===== config.mk =====
export PLATFORM = sky130hd
export DESIGN_NAME = load_store_unit
export DESIGN_NICKNAME = d
export VERILOG_FILES = /design/src/rtl/load_store_unit.sv
export SDC_FILE = /design/constraint.sdc
export NUM_CORES = 1
export LEC_CHECK = 0
export CAP_MARGIN = 20
export CORE_ASPECT_RATIO = 1.25
export CORE_MARGIN = 1.5
export CORE_UTILIZATION = 65
export DETAILED_ROUTE_END_ITERATION = 10
export DONT_BUFFER_PORTS = 1
export GPL_ROUTABILITY_DRIVEN = 0
export PLACE_DENSITY = 0.88
export SETUP_SLACK_MARGIN = 0.05
export SLEW_MARGIN = 10
export SYNTH_ARGS = -nofsm -noshare
export SYNTH_HDL_FRONTEND = slang
export SYNTH_SLANG_ARGS = --single-unit
export TNS_END_PERCENT = 50

===== constraint.sdc =====
create_clock -name clk -period 3.7 [get_ports clk]
set_input_delay 1.11 -clock clk [delete_from_list [all_inputs] [get_ports clk]]
set_output_delay 1.11 -clock clk [all_outputs]
set_load 0.05 [all_outputs]

===== src/rtl/load_store_unit.sv =====
// RV32I load/store unit in front of a word-only data memory.
// Sub-word stores are done as read-modify-write; misaligned or illegal requests fault without a memory access.
module load_store_unit (
    input  logic        clk,
    input  logic        rst_n,
    input  logic        req_valid,
    output logic        req_ready,
    input  logic        req_we,
    input  logic [2:0]  req_funct3,
    input  logic [31:0] req_addr,
    input  logic [31:0] req_wdata,
    output logic        resp_valid,
    output logic [31:0] resp_rdata,
    output logic        resp_fault,
    output logic [31:0] mem_addr,
    output logic        mem_read,
    output logic        mem_write,
    output logic [31:0] mem_write_data,
    input  logic [31:0] mem_read_data
);

    typedef enum logic [2:0] {
        S_IDLE   = 3'd0,
        S_LOAD   = 3'd1,
        S_RMW_RD = 3'd2,
        S_STORE  = 3'd3,
        S_RESP   = 3'd4
    } state_t;

    state_t      state_q, state_d;
    logic        we_q, we_d;
    logic [2:0]  funct3_q, funct3_d;
    logic [31:0] addr_q, addr_d;
    logic [31:0] wdata_q, wdata_d;
    logic [31:0] merge_q, merge_d;
    logic [31:0] rdata_q, rdata_d;
    logic        fault_q, fault_d;

    function automatic logic req_is_fault(input logic we, input logic [2:0] f3, input logic [1:0] a);
        logic flt;
        if (we) begin
            case (f3)
                3'b000:  flt = 1'b0;
                3'b001:  flt = a[0];
                3'b010:  flt = (a != 2'b00);
                default: flt = 1'b1;
            endcase
        end else begin
            case (f3)
                3'b000, 3'b100: flt = 1'b0;
                3'b001, 3'b101: flt = a[0];
                3'b010:         flt = (a != 2'b00);
                default:        flt = 1'b1;
            endcase
        end
        return flt;
    endfunction

    function automatic logic [31:0] load_extract(input logic [2:0] f3, input logic [1:0] a, input logic [31:0] word);
        logic [31:0] byte_sh;
        logic [31:0] half_sh;
        logic [31:0] res;
        byte_sh = word >> {a, 3'b000};
        half_sh = word >> {a[1], 4'b0000};
        case (f3)
            3'b000:  res = {{24{byte_sh[7]}}, byte_sh[7:0]};
            3'b001:  res = {{16{half_sh[15]}}, half_sh[15:0]};
            3'b100:  res = {24'h000000, byte_sh[7:0]};
            3'b101:  res = {16'h0000, half_sh[15:0]};
            3'b010:  res = word;
            default: res = 32'h0000_0000;
        endcase
        return res;
    endfunction

    function automatic logic [31:0] store_merge(input logic [2:0] f3, input logic [1:0] a,
                                                input logic [31:0] word, input logic [31:0] wd);
        logic [31:0] mask;
        logic [31:0] ins;
        case (f3)
            3'b000: begin
                mask = 32'h0000_00FF << {a, 3'b000};
                ins  = (wd & 32'h0000_00FF) << {a, 3'b000};
            end
            3'b001: begin
                mask = 32'h0000_FFFF << {a[1], 4'b0000};
                ins  = (wd & 32'h0000_FFFF) << {a[1], 4'b0000};
            end
            default: begin
                mask = 32'hFFFF_FFFF;
                ins  = wd;
            end
        endcase
        return (word & ~mask) | ins;
    endfunction

    // Next-state and request-latch logic
    always_comb begin
        state_d  = state_q;
        we_d     = we_q;
        funct3_d = funct3_q;
        addr_d   = addr_q;
        wdata_d  = wdata_q;
        merge_d  = merge_q;
        rdata_d  = rdata_q;
        fault_d  = fault_q;
        case (state_q)
            S_IDLE: begin
                if (req_valid) begin
                    we_d     = req_we;
                    funct3_d = req_funct3;
                    addr_d   = req_addr;
                    wdata_d  = req_wdata;
                    rdata_d  = 32'h0000_0000;
                    fault_d  = req_is_fault(req_we, req_funct3, req_addr[1:0]);
                    if (fault_d) begin
                        state_d = S_RESP;
                    end else if (!req_we) begin
                        state_d = S_LOAD;
                    end else if (req_funct3 == 3'b010) begin
                        state_d = S_STORE;
                    end else begin
                        state_d = S_RMW_RD;
                    end
                end else begin
                    state_d = S_IDLE;
                end
            end
            S_LOAD: begin
                rdata_d = load_extract(funct3_q, addr_q[1:0], mem_read_data);
                state_d = S_RESP;
            end
            S_RMW_RD: begin
                merge_d = store_merge(funct3_q, addr_q[1:0], mem_read_data, wdata_q);
                state_d = S_STORE;
            end
            S_STORE: state_d = S_RESP;
            S_RESP:  state_d = S_IDLE;
            default: state_d = S_IDLE;
        endcase
    end

    // State and latched-request registers with synchronous active-low reset
    always_ff @(posedge clk) begin
        if (!rst_n) begin
            state_q  <= S_IDLE;
            we_q     <= 1'b0;
            funct3_q <= 3'b000;
            addr_q   <= 32'h0000_0000;
            wdata_q  <= 32'h0000_0000;
            merge_q  <= 32'h0000_0000;
            rdata_q  <= 32'h0000_0000;
            fault_q  <= 1'b0;
        end else begin
            state_q  <= state_d;
            we_q     <= we_d;
            funct3_q <= funct3_d;
            addr_q   <= addr_d;
            wdata_q  <= wdata_d;
            merge_q  <= merge_d;
            rdata_q  <= rdata_d;
            fault_q  <= fault_d;
        end
    end

    // Outputs decoded from the state register; the write strobe is also killed by reset
    always_comb begin
        req_ready      = (state_q == S_IDLE);
        resp_valid     = (state_q == S_RESP);
        resp_rdata     = rdata_q;
        resp_fault     = fault_q;
        mem_addr       = addr_q;
        mem_read       = (state_q == S_LOAD) || (state_q == S_RMW_RD);
        mem_write      = (state_q == S_STORE) && rst_n && we_q;
        mem_write_data = 32'h0000_0000;
        if (state_q == S_STORE) begin
            mem_write_data = (funct3_q == 3'b010) ? wdata_q : merge_q;
        end else begin
            mem_write_data = 32'h0000_0000;
        end
    end

endmodule


## Yosys cells after proc, flatten, opt, wreduce, memory -nomap -nowiden

Index checks and enable logic that the tools add are counted.

| cells by class | value |
|---|---|
| $lt $le $gt $ge | 0 |
| equal/unequal tests | 13 |
| bitwise logic cells | 3 |
| $mul | 0 |
| shift-type cells | 6 |
| add/sub/neg operators | 0 |
| reduce and logical (&&, ||, !) cells | 13 |
| div/mod/pow operators | 0 |
| mux-type cells | 19 |

Operators by type and width:

| kind | number |
|---|---|
| one-hot mux 32 bit (2 select lines) | 3 |
| 2-to-1 mux 32 bit | 5 |
| one-hot mux 32 bit (5 select lines) | 1 |
| AND 32 bit | 1 |
| NOT 32 bit | 1 |
| bitwise OR 32 bit | 1 |
| << shifter 16 x 5 -> 32 bit | 1 |
| << shifter 16 x 5 -> 32 bit, first input constant | 1 |
| << shifter 8 x 5 -> 32 bit | 1 |
| << shifter 8 x 5 -> 32 bit, first input constant | 1 |
| right shift 32 x 5 -> 16 bit | 1 |
| right shift 32 x 5 -> 8 bit | 1 |
| == test 3 bit, second input constant | 5 |
| == test 3 x 2 -> 1 bit, second input constant | 4 |
| == test 3 x 1 -> 1 bit, second input constant | 3 |
| zero test 3 bit | 3 |
| one-hot mux 3 bit (3 select lines) | 1 |
| 2-to-1 mux 3 bit | 2 |
| one-hot mux 1 bit (3 select lines) | 2 |
| OR reduction 2 bit | 3 |
| 2-to-1 mux 1 bit | 4 |
| AND reduction 2 bit | 2 |
| nonzero test 2 bit | 2 |
| logical AND 1 bit | 2 |
| other kinds (3) | 3 |

| word-level totals | value |
|---|---|
| memories | 0 |
| register bits | 136 |
| ROM bits | 0 |
| RAM bits | 0 |
| output and inout port bits | 101 |
| word-level logic and storage cells | 62 |
| bits in latches | 0 |

## Depth between registers and ports, before layout

| logic depth | value |
|---|---|
| depth after elaboration | 9 |
| mapped depth | 7 |
| depth with buffers taken out | 4 |

## Least setup slack after synthesis

No wires, ideal clock.

| timing path | value |
|---|---|
| path kind | in2out |
| start | input port rst_n |
| end | output port mem_write |
| cell stages on the path | 4 |
| arrival | 2.257 ns |
| slack | 0.333 ns |
| path through | buf_2 -> clkbuf_1 -> nand2_1 -> nor2_1 |

| on the way | value |
|---|---|
| longest elaborated chain between the ends | 2 |

RTL lines:

| element | RTL line | source |
|---|---|---|
| from (decl) | 5 | `input logic rst_n,` |
| logical AND 1 bit (2 in a row) | 174 | `mem_write = (state_q == S_STORE) && rst_n && we_q;` |
| to (decl) | 17 | `output logic mem_write,` |

No other way between the ends.

## Final worst setup path

| timing path | value |
|---|---|
| start | register funct3_q[0] |
| end | output port mem_write_data[31] |

| on the way | value |
|---|---|
| longest elaborated chain between the ends | 3 |

RTL lines:

| element | RTL line | source |
|---|---|---|
| from (decl) | 32 | `logic [2:0] funct3_q, funct3_d;` |
| from (signal assigned) | 157 | `funct3_q <= funct3_d;` |
| == test 3 x 2 -> 1 bit | 177 | `mem_write_data = (funct3_q == 3'b010) ? wdata_q : merge_q;` |
| 2-to-1 mux 32 bit | 177 |  |
| 2-to-1 mux 32 bit | 176 | `if (state_q == S_STORE) begin` |
| to (decl) | 18 | `output logic [31:0] mem_write_data,` |

No other way between the ends.

==> impl_metrics.tcl <==
set metrics [dict create \
    synth_cells 828 \
    skew_ns 0.00577 \
    fin_ws_ns 0.240 \
    synth.distinct_cells 47 \
    cts_hold_buf 0 \
    cap_violations 0 \
    synth_fa_ha_area_share_pct 0 \
    synth_compound_area_share_pct 27.0 \
    firstDrtPassIters 7 \
    vias_per_cell 6.82 \
    grt-busiest-layer "met2" \
    gr-usage-met2_pct 62.9 \
    grt_pass1_wl_mm 31.3 \
    synthSimpleGateAreaFrac_pct 19.9 \
    syn_area_um2 6480 \
    ir_worst_vdd_mv 0.365 \
    io_pins 204 \
    fin_area_um2 7260 \
    drv_slew 0 \
    reg2reg_from "mem_addr[0]$_SDFFE_PN0P_" \
    ys_seq_area_share_pct 42.0 \
    synth_top_family_by_area "compound AO/OA/AOI/OAI gates" \
    min_from "we_q$_SDFFE_PN0P_" \
    track_usage_pct 38.6 \
    use_met1_pct 42.5 \
    synth_mux_area_share_pct 5.41 \
    dp_hpwl_mm 14.5 \
    initial_core_util_pct 67.1 \
    placeableCoreArea_um2 9660 \
    clock_latency_ns 0.42 \
    hold_depth 2 \
    cts_buffers 17 \
    power.total_mw 3.94 \
    grt_pass1_vias 6213 \
    yosys-top-cells-area "dfxtp_1, nand2_1, a21oi_1" \
    drt_iter0_drc 825 \
    yosys_warnings 0 \
    synth-xor-area-share_pct 0.135 \
    vias 6542 \
    tightest_slew_ns 1.11 \
    portBuffers 0 \
    status "finished, final reports clean" \
    synth_most_common_cell "nand2_1" \
    cts_buffer_depth 2 \
    syn-num-nets 931 \
    post-route-period-util_pct 93.5 \
    drt_wl_total_mm 20.7 \
    clk_pin_slew_worst_paths_ns 0.06 \
    grt_max_degree 62 \
    crit_path_max_fanout 29 \
    r2r.worst_path.cells 4 \
    hold_viol_final 0 \
    die_w_um 92.3 \
    cp-end-kind "output port" \
    slew_headroom_pct 26.2 \
    synth_top_area_share_pct 42.0 \
    antenna_found_initial 0 \
    synth_seq_cells 136 \
    cts_tree "built" \
    die-area_um2 10600 \
    rrSetupSlack_ns 1.20 \
    detailed_place.area_um2 6650 \
    synth_largest_area_cell "dfxtp_1" \
    h-tree-depth 4 \
    holdPathEnd "we_q$_SDFFE_PN0P_" \
    antennaDiodeCount 0 \
    fp.dieH_um 115 \
    holdCritPathClass "register to register" \
    dp_slack_ns 0.641 \
    timing.rr.end "resp_rdata[4]$_SDFFE_PN0P_" \
    antenna_left 0 \
    postSynthAreaPerCell_um2 7.82 \
    rsz0062_at_grt "no" \
    synth_common_cells "nand2_1, a21oi_1, dfxtp_1" \
    critical_path_required_ns 2.59 \
    critical_path.startpoint_type "register" \
    ys.flop_type "dfxtp_1" \
    drcViolationCount 0 \
    fmax_mhz 289 \
    arrival_ns 2.35 \
    nets 923 \
    grt_use_met3_pct 12.4 \
    criticalPathCategory "register to output port" \
    min_period_ns 3.46 \
    cts-root-buf "clkbuf_16" \
    power_density_nw_per_um2 543 \
    setup_viol 0 \
    wl_per_cell_um 21.6 \
    drive_gt1_share_pct 14.6 \
    setup_tns_ns 0 \
    power.leakage_nw 2.62 \
    cts_sinks 136 \
    rows 40 \
    grt-ovfl-total 0 \
    async_flop_share_pct 0 \
    area_delta_synth_final_pct 12.1 \
    synth_edf_count 0 \
]
[worst max path at each step]
stage | startpoint | to | slack [ns] | cells after the start
2_1_floorplan | rst_n | mem_write | 0.33 | 4
3_3_place_gp | funct3_q[1]$_SDFFE_PN0P_ | mem_write_data[7] | 0.71 | 4
3_5_place_dp | funct3_q[1]$_SDFFE_PN0P_ | mem_write_data[17] | 0.64 | 4
4_1_cts | funct3_q[1]$_SDFFE_PN0P_ | mem_write_data[21] | 0.10 | 4
5_1_grt | funct3_q[0]$_SDFFE_PN0P_ | mem_write_data[31] | 0.11 | 6
6_report | funct3_q[0]$_SDFFE_PN0P_ | mem_write_data[31] | 0.24 | 6
[metal layers]
metal	part of all wire [%]	routed length, um
met5	0	0
met4	6.5	1360
met3	13	2660
met2	47	9780
met1	33	6940
[state kept, by name (all words and copies together), names as in the netlist]
name,count
funct3_q,3
mem_addr,32
merge_q,32
resp_fault,1
resp_rdata,32
state_q,3
wdata_q,32
we_q,1
[per-stage QoR]
step | instances | hold WS, ns | utilization [%]
4_1_cts | 959 | 0.470 | 75.1
3_3_place_gp | 927 | 0.448 | 68.9
2_1_floorplan | 828 | 0.437 | -
5_1_grt | 959 | 0.486 | 75.2
6_report | 959 | 0.469 | 75.2
3_5_place_dp | 927 | 0.463 | 68.9
[logic make-up after synthesis]
kind of cell	count (synthesis)
flip-flops	136
AO/OA/AOI/OAI	277
buffers and inverters	76
XOR/XNOR	1
multiplexers	33
AND/OR/NAND/NOR	305
[repair_timing]
action / 4_1_cts / 5_1_grt
endpoints found under the setup margin: 0 / 32
hold endpoints to repair: 0 / 0
buffers inserted: 0 / 0
resized for setup: 0 / 2
[critical path, cell delays in order, from the launching register on]
cell and delay, ns:
dfxtp_1 0.59, nor2_1 0.15, nand2_1 0.41, buf_12 0.25, nand2_1 0.12, a21oi_1 0.17
buf_4 0.23
[where the power goes]
part | internal (mW) | switching, mW | total, mW
clock network | 1.06 | 0.663 | 1.73
logic | 0.163 | 0.309 | 0.472
registers | 1.54 | 0.202 | 1.74
[placed cells by master (no fill, tap or decap), types with 2 or more instances in the layout]
cell type / n
o21ai_0: 40
clkinvlp_4: 6
or2_2: 8
dfxtp_1: 135
clkinv_4: 2
and3_1: 2
inv_6: 2
a221oi_1: 25
buf_4: 44
a22oi_1: 24
nand3_1: 18
nor2b_1: 2
nor3_2: 3
o221ai_2: 7
clkbuf_16: 17
o31a_1: 7
mux2i_1: 17
nor3b_1: 7
a211oi_1: 16
o21a_1: 3
inv_1: 3
bufinv_16: 3
a21oi_1: 146
nand2_1: 233
o21ai_4: 2
nor2_1: 17
mux2_2: 16
[area by class of cell]
type                            instances  area [um^2]
Inverter                                4         15.0
Multi-Input combinational cell        616         3410
Timing Repair Buffer                   45          350
Fill cell                             676         2400
Clock buffer                           18          429
Sequential cell                       136         2720
Clock inverter                         14          175
Tap cell                              126          158
Power figures use the tool's default switching activity.
